**src/rtl/multu_hilo_pkg.sv**
```systemverilog
// Shared ALU package: function codes used by the ALU result mux and the
// HI/LO multiply unit, plus the multiply sequencer state encoding.
package multu_hilo_pkg;

    localparam logic [5:0] OP_SLL   = 6'b000000;
    localparam logic [5:0] OP_MFHI  = 6'b010000;
    localparam logic [5:0] OP_MFLO  = 6'b010010;
    localparam logic [5:0] OP_MULTU = 6'b011001;
    localparam logic [5:0] OP_ADD   = 6'b100000;
    localparam logic [5:0] OP_SUB   = 6'b100010;
    localparam logic [5:0] OP_AND   = 6'b100100;
    localparam logic [5:0] OP_OR    = 6'b100101;
    localparam logic [5:0] OP_SLT   = 6'b101010;

    typedef enum logic [1:0] {
        S_IDLE = 2'd0,
        S_RUN  = 2'd1,
        S_DONE = 2'd2
    } mul_state_t;

endpackage

```
**src/rtl/mult_adder.sv**
```systemverilog
// WIDTH-bit unsigned adder with carry-out, used for the shift-add multiply step.
module mult_adder #(
    parameter int WIDTH = 32
) (
    input  logic [WIDTH-1:0] a,
    input  logic [WIDTH-1:0] b,
    output logic [WIDTH-1:0] sum,
    output logic             cout
);

    assign {cout, sum} = {1'b0, a} + {1'b0, b};

endmodule

```
**src/rtl/multu_hilo.sv**
```systemverilog
// Sequential unsigned multiplier (one shift-add step per cycle) that writes
// its 2*WIDTH-bit product into the HI/LO result registers.
module multu_hilo
    import multu_hilo_pkg::*;
#(
    parameter int         WIDTH    = 32,
    parameter logic [5:0] MULTU_OP = 6'b011001
) (
    input  logic             clk,
    input  logic             reset,
    input  logic [WIDTH-1:0] dataA,
    input  logic [WIDTH-1:0] dataB,
    input  logic [5:0]       Signal,
    output logic [WIDTH-1:0] HiOut,
    output logic [WIDTH-1:0] LoOut,
    output logic             busy,
    output logic             done
);

    localparam int CNT_W = $clog2(WIDTH) + 1;
    localparam logic [CNT_W-1:0] LAST = CNT_W'(WIDTH - 1);

    mul_state_t         state;
    logic [CNT_W-1:0]   cnt;
    logic [WIDTH-1:0]   mcand;
    logic [2*WIDTH-1:0] prod;
    logic [WIDTH-1:0]   addend;
    logic [WIDTH-1:0]   add_sum;
    logic               add_cout;

    assign addend = prod[0] ? mcand : '0;

    mult_adder #(.WIDTH(WIDTH)) u_adder (
        .a    (prod[2*WIDTH-1:WIDTH]),
        .b    (addend),
        .sum  (add_sum),
        .cout (add_cout)
    );

    always_ff @(posedge clk) begin
        if (!reset) begin
            state <= S_IDLE;
            cnt   <= '0;
            mcand <= '0;
            prod  <= '0;
            HiOut <= '0;
            LoOut <= '0;
            busy  <= 1'b0;
            done  <= 1'b0;
        end else begin
            done <= 1'b0;
            case (state)
                S_IDLE: begin
                    if (Signal == MULTU_OP) begin
                        mcand <= dataA;
                        prod  <= {{WIDTH{1'b0}}, dataB};
                        cnt   <= '0;
                        busy  <= 1'b1;
                        state <= S_RUN;
                    end
                end
                S_RUN: begin
                    // Carry from the add becomes the new MSB as the product shifts right.
                    prod <= {add_cout, add_sum, prod[WIDTH-1:1]};
                    cnt  <= cnt + CNT_W'(1);
                    if (cnt == LAST) begin
                        state <= S_DONE;
                    end
                end
                S_DONE: begin
                    HiOut <= prod[2*WIDTH-1:WIDTH];
                    LoOut <= prod[WIDTH-1:0];
                    done  <= 1'b1;
                    busy  <= 1'b0;
                    state <= S_IDLE;
                end
                default: begin
                    state <= S_IDLE;
                end
            endcase
        end
    end

endmodule

```
**config.mk**
```make
export PLATFORM = sky130hd
export DESIGN_NAME = multu_hilo
export DESIGN_NICKNAME = d
export VERILOG_FILES = /design/src/rtl/multu_hilo_pkg.sv /design/src/rtl/mult_adder.sv /design/src/rtl/multu_hilo.sv
export SDC_FILE = /design/constraint.sdc
export NUM_CORES = 1
export LEC_CHECK = 0
export CORE_MARGIN = 2
export CORE_UTILIZATION = 58
export CTS_CLUSTER_DIAMETER = 60
export DETAILED_ROUTE_END_ITERATION = 7
export DONT_BUFFER_PORTS = 1
export PLACE_DENSITY = 0.87
export RECOVER_POWER = 50
export SLEW_MARGIN = 20
export SYNTH_ARGS = -nofsm -noshare
export SYNTH_HDL_FRONTEND = slang
export SYNTH_HIERARCHICAL = 1
export SYNTH_SLANG_ARGS = --single-unit
export TNS_END_PERCENT = 100
```
**constraint.sdc**
```tcl
create_clock -name clk -period 2.7 [get_ports clk]
set_clock_uncertainty 0.2 [all_clocks]
set_input_delay 0.81 -clock clk [delete_from_list [all_inputs] [get_ports clk]]
set_output_delay 0.81 -clock clk [all_outputs]
set_load 0.02 [all_outputs]
```
# After elaboration in Yosys (flattened, before gate mapping)

Cells that the tools add are included.

Register bits after elaboration: 170
Memory bits (read-only): 0
RAM bits: 0
Latch bits: 0
Memories kept: 0
Logic and storage cells: 34
Input bits: 72
Output and inout bits: 66

Equality and inequality tests: 6
Shift-type cells: 0
Divide/modulo/power cells: 0
$lt $le $gt $ge: 0
Multipliers: 0
Bitwise logic cells: 0
Multiplexer cells: 11
Add/subtract/negate cells: 2
Reductions and logical operators: 7

Operator list:

| cell                                                             | number |
|---|---|
| 64-bit case mux with 2 select lines                              | 1 |
| 64-bit two-way mux                                               | 1 |
| 32-bit by 32-bit adder with 33-bit output                        | 1 |
| 32-bit two-way mux                                               | 1 |
| 6-bit by 5-bit == test with 1-bit output (second input constant) | 2 |
| 6-bit case mux with 2 select lines                               | 1 |
| 2-bit AND reduction                                              | 4 |
| 6-bit by 1-bit adder with 6-bit output (second input constant)   | 1 |
| 6-bit two-way mux                                                | 1 |
| 2-bit two-way mux                                                | 2 |
| 2-bit != test (second input constant)                            | 2 |
| 2-bit case mux with 2 select lines                               | 1 |
| 2-bit nonzero test                                               | 2 |
| 2-bit by 1-bit == test with 1-bit output (second input constant) | 1 |
| 2-bit == test (second input constant)                            | 1 |
| 2-bit logical NOT                                                | 1 |
| 1-bit two-way mux                                                | 2 |
| 1-bit case mux with 2 select lines                               | 1 |

# Depth between registers and ports, before layout

Gate-level depths: netlist (run 1).

Depth in word-level cells: 3
Mapped depth: 13
Mapped depth without buffers: 11

# Cells and area by module

The synthesis (run 1) kept the hierarchy.

By module, submodules not included:

| module     | instances | cells an instance | area each (um2) |
|---|---|---|---|
| multu_hilo | 1         | 840               | 6994.2 |
| mult_adder | 1         | 274               | 1901.8 |

# Least setup slack after synthesis (run 1)

OpenSTA, ideal clock, no wires.

Kind: reg2reg
Start point: reg prod[0]
End point: reg prod[60]
Data required time: 2.368 ns
Stages on the path, launching flop included: 13
Buffers on the path: 2
Data arrival time: 2.546 ns
Setup slack: -0.178 ns
Cells stage by stage: dfxtp_1 -> clkbuf_1 -> and2_1 -> ha_1 -> buf_6 -> a21o_1 -> or2_0 -> or3_1 -> o32ai_2 -> o41ai_1 -> xor2_1 -> nand2_1 -> a21oi_1

Longest elaborated chain between the ends: 3

Ends and longest elaborated chain:

| item                                      | RTL line         | text |
|---|---|---|
| start: declaration                        | multu_hilo.sv:26 | `logic [2*WIDTH-1:0] prod;` |
| start signal: assignment                  | multu_hilo.sv:56 | `prod <= {{WIDTH{1'b0}}, dataB};` |
| start signal: assignment                  | multu_hilo.sv:64 | `prod <= {add_cout, add_sum, prod[WIDTH-1:1]};` |
| 32-bit two-way mux                        | multu_hilo.sv:31 | `assign addend = prod[0] ? mcand : '0;` |
| via addend[19]                            | multu_hilo.sv:27 | `logic [WIDTH-1:0] addend;` |
| 32-bit by 32-bit adder with 33-bit output | mult_adder.sv:11 | `assign {cout, sum} = {1'b0, a} + {1'b0, b};` |
| via add_sum[29]                           | multu_hilo.sv:28 | `logic [WIDTH-1:0] add_sum;` |
| 64-bit case mux with 2 select lines       | multu_hilo.sv:52 | `case (state)` |

The timed path passes the listed nets, and every way through them passes these cells.
A chain may end at the register's enable or synchronous reset.

# Worst setup path after layout (run 1)

Start point: reg prod[0]
End point: reg prod[62]

Same word-level chain as after synthesis.

==> reports/qor.csv, run 1 <==
metric;value;unit
drt-total-wl;24.91;mm
finalCritPeriodShare;108.1;%
core;0.01509;mm2
synth_edf_count;0;
viasPerCell;6.464;
slew_headroom;30.64;%
p_leak;3.702;nW
clk_pin_slew;0.08;ns
worstMarginPinSlew;1.040;ns
fmax;342.8;MHz
synth_fp_nets;1220;
syn_inst;1114;
syn_area_per_cell;7.986;um2
synth.largest_area_cell;dfxtp_1;
cts_made_buffers;17;
io_buffers;0;
syn_area;0.008896;mm2
drive_above_1_share;19.65;%
htree_num_levels;4;
grt_antenna_before_repair;0;
grt_pass1_wl;39.04;mm
synth_top_flop_cell;dfxtp_1;
finalHoldViolations;0;
p_per_area;488.5;mW/mm2
io-pin-count;138;
drv_slew;0;
violations;setup timing;
synth_top_area_share;38.26;%
die_height;127.8;um
use_met3;5.384;%
end_kind;flip-flop;
drv_cap;0;
dr_total_vias;8584;
ys_seq_elements;170;
yosys.cell_count.top_type;nand2_1;
max-vdd-ir-drop;0.4592;mV
syn_to_final_growth;17.86;%
drtIter0Drc;752;
grt_use_met2;49.45;%
die_width;127.8;um
diodes;0;
num_rows;45;
min_path_type;reg -> reg;
drtPass1Iterations;6;
ctsLongestPathBuffers;2;
setup_slack;-0.2174;ns
synth_commonest_cells;251 x nand2_1, 170 x a21oi_1, 170 x dfxtp_1;
crit_required;2.87;ns
period_needed;2.917;ns
setup-violations-final;7;
path_class;reg -> reg;
cp.arrival;3.09;ns
crit_path_start_kind;flip-flop;
nets;1233;
grt_pass1_vias;8106;
rsz0062_at_grt;yes;
cts_tree;built;
ys_seq_area_share;38.26;%
dieArea;0.01634;mm2
met1_usage;37.11;%
crit_fanout;22;
postSynth.asyncResetShare;0;%
pre_cts_ws;-0.1806;ns
dp_hpwl;15.84;mm
busiest_layer;met2;
grt_max_degree;72;
cts.sinks;170;
grt_usage;29.19;%
root_buffer;clkbuf_16;
drc_errors;0;
worstSkewPairLatency;0.44;ns
whs;0.2770;ns
synth.distinct_cells;63;
gp_congestion;0.9143;
grt.overflow.total;0;
ctsHoldBuffers;0;
postRouteAntennaNets;0;
synth_area_leaders;dfxtp_1 38%, nand2_1 11%, a21oi_1 9.6%;
outcome;finished, violations left;
yosysWarnings;6;
wire_per_inst;18.76;um
initial_core_util;58.96;%
-- final cells by class --
class / instances / area, um2
Multi-Input combinational cell: 841 / 5470
Fill cell: 1125 / 4604
Timing Repair Buffer: 88 / 769.5
Inverter: 9 / 36.28
Sequential cell: 170 / 3405
Tap cell: 188 / 235.2
Clock buffer: 17 / 425.4
Clock inverter: 15 / 143.9
-- cells by family (layout without fill, tap and decap cells) --
kind of cell	count (synthesis)	count (layout)	share of synthesized area [%]
flip-flops	170	170	38.26
adder cells (fa/ha/maj)	34	34	4.866
AND/OR/NAND/NOR	394	394	19.80
buffers and inverters	103	129	5.415
XOR/XNOR	27	27	2.658
AO/OA/AOI/OAI	384	384	28.78
multiplexers	2	2	0.2250
-- worst max-delay path, cell delays in order, from the launching register on --
cell and delay (ns):
dfxtp_2 0.35, buf_12 0.15, and2_1 0.14, ha_1 0.29, and3_1 0.18, a221o_1 0.38, o41ai_4 0.33, mux2i_1 0.31
o211ai_1 0.15, nor3_1 0.18, nand2_1 0.08, a21oi_1 0.12
-- timing repair --
item / 4_1_cts / 5_1_grt
hold endpoints to repair: 0 / 0
resized for setup: 29 / 44
setup buffers: 2 / 3
pin swaps: 8 / 13
setup endpoints to repair: 16 / 20
-- through the flow --
stage	power [mW]	TNS, ns	cell area, um2	std cells	util [%]
floorplan	2.737	0	8972	1114	-
global placement	2.781	-0.1614	9533	1291	63.18
detailed placement	2.785	-1.112	9533	1291	63.18
CTS	5.141	-0.1983	10270	1325	68.04
global route	5.263	-1.733	10490	1328	69.49
finish	5.122	-0.4179	10490	1328	69.49
-- routing by layer --
| layer | vias to the layer above | part of all wire [%] |
|---|---|---|
| met3 | 59 | 7.1 |
| met1 | 4118 | 41 |
| met4 | 0 | 2.8 |
| met2 | 394 | 49 |
| met5 | - | 0 |
| li1 | 4013 | - |
-- path summary, 6_finish.rpt --
kind,from,endpoint,slack (ns),cells past startpoint
max,prod[0]$_SDFFE_PN0P_,prod[62]$_SDFFE_PN0P_,-0.22,11
min,mcand[17]$_SDFFE_PN0P_,mcand[17]$_SDFFE_PN0P_,0.28,2
max reg2reg,prod[0]$_SDFFE_PN0P_,prod[62]$_SDFFE_PN0P_,-0.22,11
min reg2reg,mcand[17]$_SDFFE_PN0P_,mcand[17]$_SDFFE_PN0P_,0.28,2
-- report_power, final --
| part | leakage [nW] | internal [mW] | total (mW) | switching, mW |
|---|---|---|---|---|
| Combinational | 2.06 | 0.0523 | 0.190 | 0.138 |
| Sequential | 1.37 | 2.52 | 2.54 | 0.0140 |
| Clock | 0.268 | 1.23 | 2.39 | 1.17 |
-- placed cells by master, fill, tap and decap left out, types with 4 or more instances in the layout --
cell and n:
clkbuf_16 17, xnor2_1 15, nor2_1 19, ha_4 12
nand2_1 251, inv_6 6, nand3_1 48, a21o_1 12
o211ai_2 27, o21ai_1 15, a31oi_1 4, inv_8 4
inv_1 8, buf_4 73, o21a_1 6, and2_1 31
xor2_1 10, dfxtp_1 169, a311oi_1 33, a21oi_2 10
ha_1 17, clkinvlp_4 4, o21ai_0 33, o211ai_1 13
ha_2 4, buf_12 9, nor3_1 4, a21oi_1 158
a211oi_1 39
-- registers in the layout, indices dropped and copies added, names as in the netlist --
| register | cells |
|---|---|
| done | 1 |
| state | 2 |
| HiOut | 32 |
| busy | 1 |
| mcand | 32 |
| cnt | 6 |
| prod | 64 |
| LoOut | 32 |
Power figures use the tool's default switching activity.
==> inputs of run 2 (changes only) <==
--- a/config.mk
+++ b/config.mk
@@ -5,12 +5,11 @@
 export SDC_FILE = /design/constraint.sdc
 export NUM_CORES = 1
 export LEC_CHECK = 0
-export CORE_MARGIN = 2
 export CORE_UTILIZATION = 58
 export CTS_CLUSTER_DIAMETER = 60
 export DETAILED_ROUTE_END_ITERATION = 7
 export DONT_BUFFER_PORTS = 1
-export PLACE_DENSITY = 0.87
+export PLACE_DENSITY = 0.76
 export RECOVER_POWER = 50
 export SLEW_MARGIN = 20
 export SYNTH_ARGS = -nofsm -noshare
==> reports/qor.csv, run 2 (synthesis results as in run 1) <==
metric;value;unit;change
layout_common_cells;250 x nand2_1, 169 x dfxtp_1, 151 x a21oi_1, 86 x buf_4, 47 x nand3_1;;
htree_num_levels;4;;unchanged
syn_to_final_growth;21.01;%;
worstMarginPinSlew;1.294;ns;+0.2534 ns
outcome;finished, violations left;;
final_cell_area;0.01077;mm2;+2.7%
grt_max_degree;67;;-6.9%
cp.buffers_inverters;3;;+2
violations;setup timing;;
die_height;125.8;um;-1.6%
gp_congestion;0.9093;;-0.55%
finalCritPeriodShare;105.4;%;-2.7 points
ctsLongestPathBuffers;2;;unchanged
cts.sinks;170;;unchanged
placed_area;0.009593;mm2;+0.63%
cts_tree;built;;
drive_above_1_share;22.70;%;+3.0 points
drc_errors;0;;unchanged
wire_per_inst;18.42;um;-1.8%
top_register;prod;;
drt-total-wl;24.58;mm;-1.3%
whs;0.2716;ns;-0.005446 ns
grt_usage;30.13;%;+0.94 points
fill_cells;1121;;-0.36%
crit_required;2.87;ns;about the same
drv_cap;0;;unchanged
core;0.01475;mm2;-2.2%
num_rows;44;;-2.2%
setup_slack;-0.1446;ns;+0.07280 ns
grt.overflow.total;0;;unchanged
drv_slew;0;;unchanged
crit_fanout;7;;-68%
viasPerCell;6.310;;-2.4%
dieArea;0.01584;mm2;-3.1%
path_class;reg -> reg;;
slew_headroom;13.75;%;-17 points
cpPeakStageDelay;0.44;ns;+0.06 ns
cts_made_buffers;17;;unchanged
slowest_stage;dfxtp_4;;
rsz0062_at_grt;yes;;
power;5.175;mW;+1.0%
largest_register_ffs;64;;unchanged
grt_pass1_vias;7832;;-3.4%
drtPass1Iterations;5;;-1
io-pin-count;138;;unchanged
grt_antenna_before_repair;0;;unchanged
nets;1245;;+0.97%
grt_pass1_wl;38.95;mm;-0.23%
fmax;351.5;MHz;+2.6%
crit_family;compound AO/OA/AOI/OAI gates;;
root_buffer;clkbuf_16;;
min_path_type;reg -> reg;;
die_width;125.8;um;-1.6%
initial_core_util;60.30;%;+1.3 points
period_needed;2.845;ns;-0.07280 ns
dp_hpwl;15.63;mm;-1.3%
io_buffers;0;;unchanged
p_leak;3.832;nW;+3.5%
ctsHoldBuffers;0;;unchanged
diodes;0;;unchanged
dr_total_vias;8418;;-1.9%
worstSkewPairLatency;0.44;ns;about the same
finalHoldViolations;0;;unchanged
final_common_cell;nand2_1;;
drtIter0Drc;722;;-4.0%
clk_pin_slew;0.07;ns;about the same
end_kind;flip-flop;;
rrSetupSlack;-0.14;ns;+0.07 ns
setup-violations-final;7;;unchanged
p_per_area;480.7;mW/mm2;-1.6%
crit_path_cell_trace;buf_12 -> and2_1 -> ha_4 -> a21oi_2 -> buf_4 -> o21a_1 -> o211ai_1 -> buf_4 -> o32ai_4 -> o41ai_2 -> xor2_1 -> nand2_1 -> a21oi_2;;
cp.arrival;3.02;ns;-0.07 ns
postRouteAntennaNets;0;;unchanged
max-vdd-ir-drop;0.4388;mV;-4.4%
crit_path_start_kind;flip-flop;;
-- run 2: changes by cell type in the layout (fill, tap and decap cells not counted), sizes merged --
cell,delta
clkbuf,+1
clkinvlp,-2
inv,-7
clkinv,+2
bufinv,+2
buf,+14
-- run 2: per-stage QoR --
stage | util, % | worst slack [ns] | TNS, ns | std cells
final | 72.96 | -0.1446 | -0.3331 | 1334
after global routing | 72.96 | -0.2395 | -1.811 | 1334
after CTS | 70.84 | -0.06976 | -0.1973 | 1333
after detailed placement | 65.02 | -0.2075 | -2.471 | 1299
after global placement | 65.02 | -0.1742 | -1.581 | 1299
after floorplan | - | 0.003243 | 0 | 1114
-- run 2: timing repair --
item,4_1_cts,5_1_grt
gates cloned,0,0
pin swaps,10,15
resized for setup,48,58
buffers inserted,4,1
setup endpoints to repair,22,21
-- run 2: worst paths after layout --
kind / start / to / depth (start not counted)
hold reg to reg: mcand[21]$_SDFFE_PN0P_ / mcand[21]$_SDFFE_PN0P_ / 2
setup / recovery: prod[0]$_SDFFE_PN0P_ / prod[60]$_SDFFE_PN0P_ / 13
hold / removal: mcand[21]$_SDFFE_PN0P_ / mcand[21]$_SDFFE_PN0P_ / 2
setup reg to reg: prod[0]$_SDFFE_PN0P_ / prod[60]$_SDFFE_PN0P_ / 13
-- run 2: layer usage --
metal  track usage [%]  wire length [um]  vias to the layer above
li1                  -                 -                     4039
met1             37.57             10330                     4028
met2             51.31             12250                      294
met3             5.607              1313                       57
met4             12.33               686                        0
met5                 0                 0                        -
-- run 2: where the power goes --
part	internal (mW)	switching (mW)	total, mW
Sequential	2.52	0.0151	2.54
Clock	1.40	1.04	2.44
Combinational	0.0576	0.135	0.193
-- run 2: worst register-to-register path, delay by kind of cell (launching register included) --
family                   cells  cell delay, ns
AO/OA/AOI/OAI                6            1.06
buffers and inverters        3            0.45
flip-flops                   1            0.44
AND/OR/NAND/NOR              2            0.26
adder cells (fa/ha/maj)      1            0.22
XOR/XNOR                     1            0.16
-- run 2: area by class of cell --
cell class / instances / area (um2) / area share [%]
multi-input cells: 841 / 5642 / 52.41
flip-flops and latches: 170 / 3407 / 31.65
repair buffers: 100 / 877.1 / 8.147
clock buffers: 20 / 456.7 / 4.242
well taps: 184 / 230.2 / 2.139
clock inverters: 10 / 116.4 / 1.081
inverters: 9 / 36.28 / 0.3371
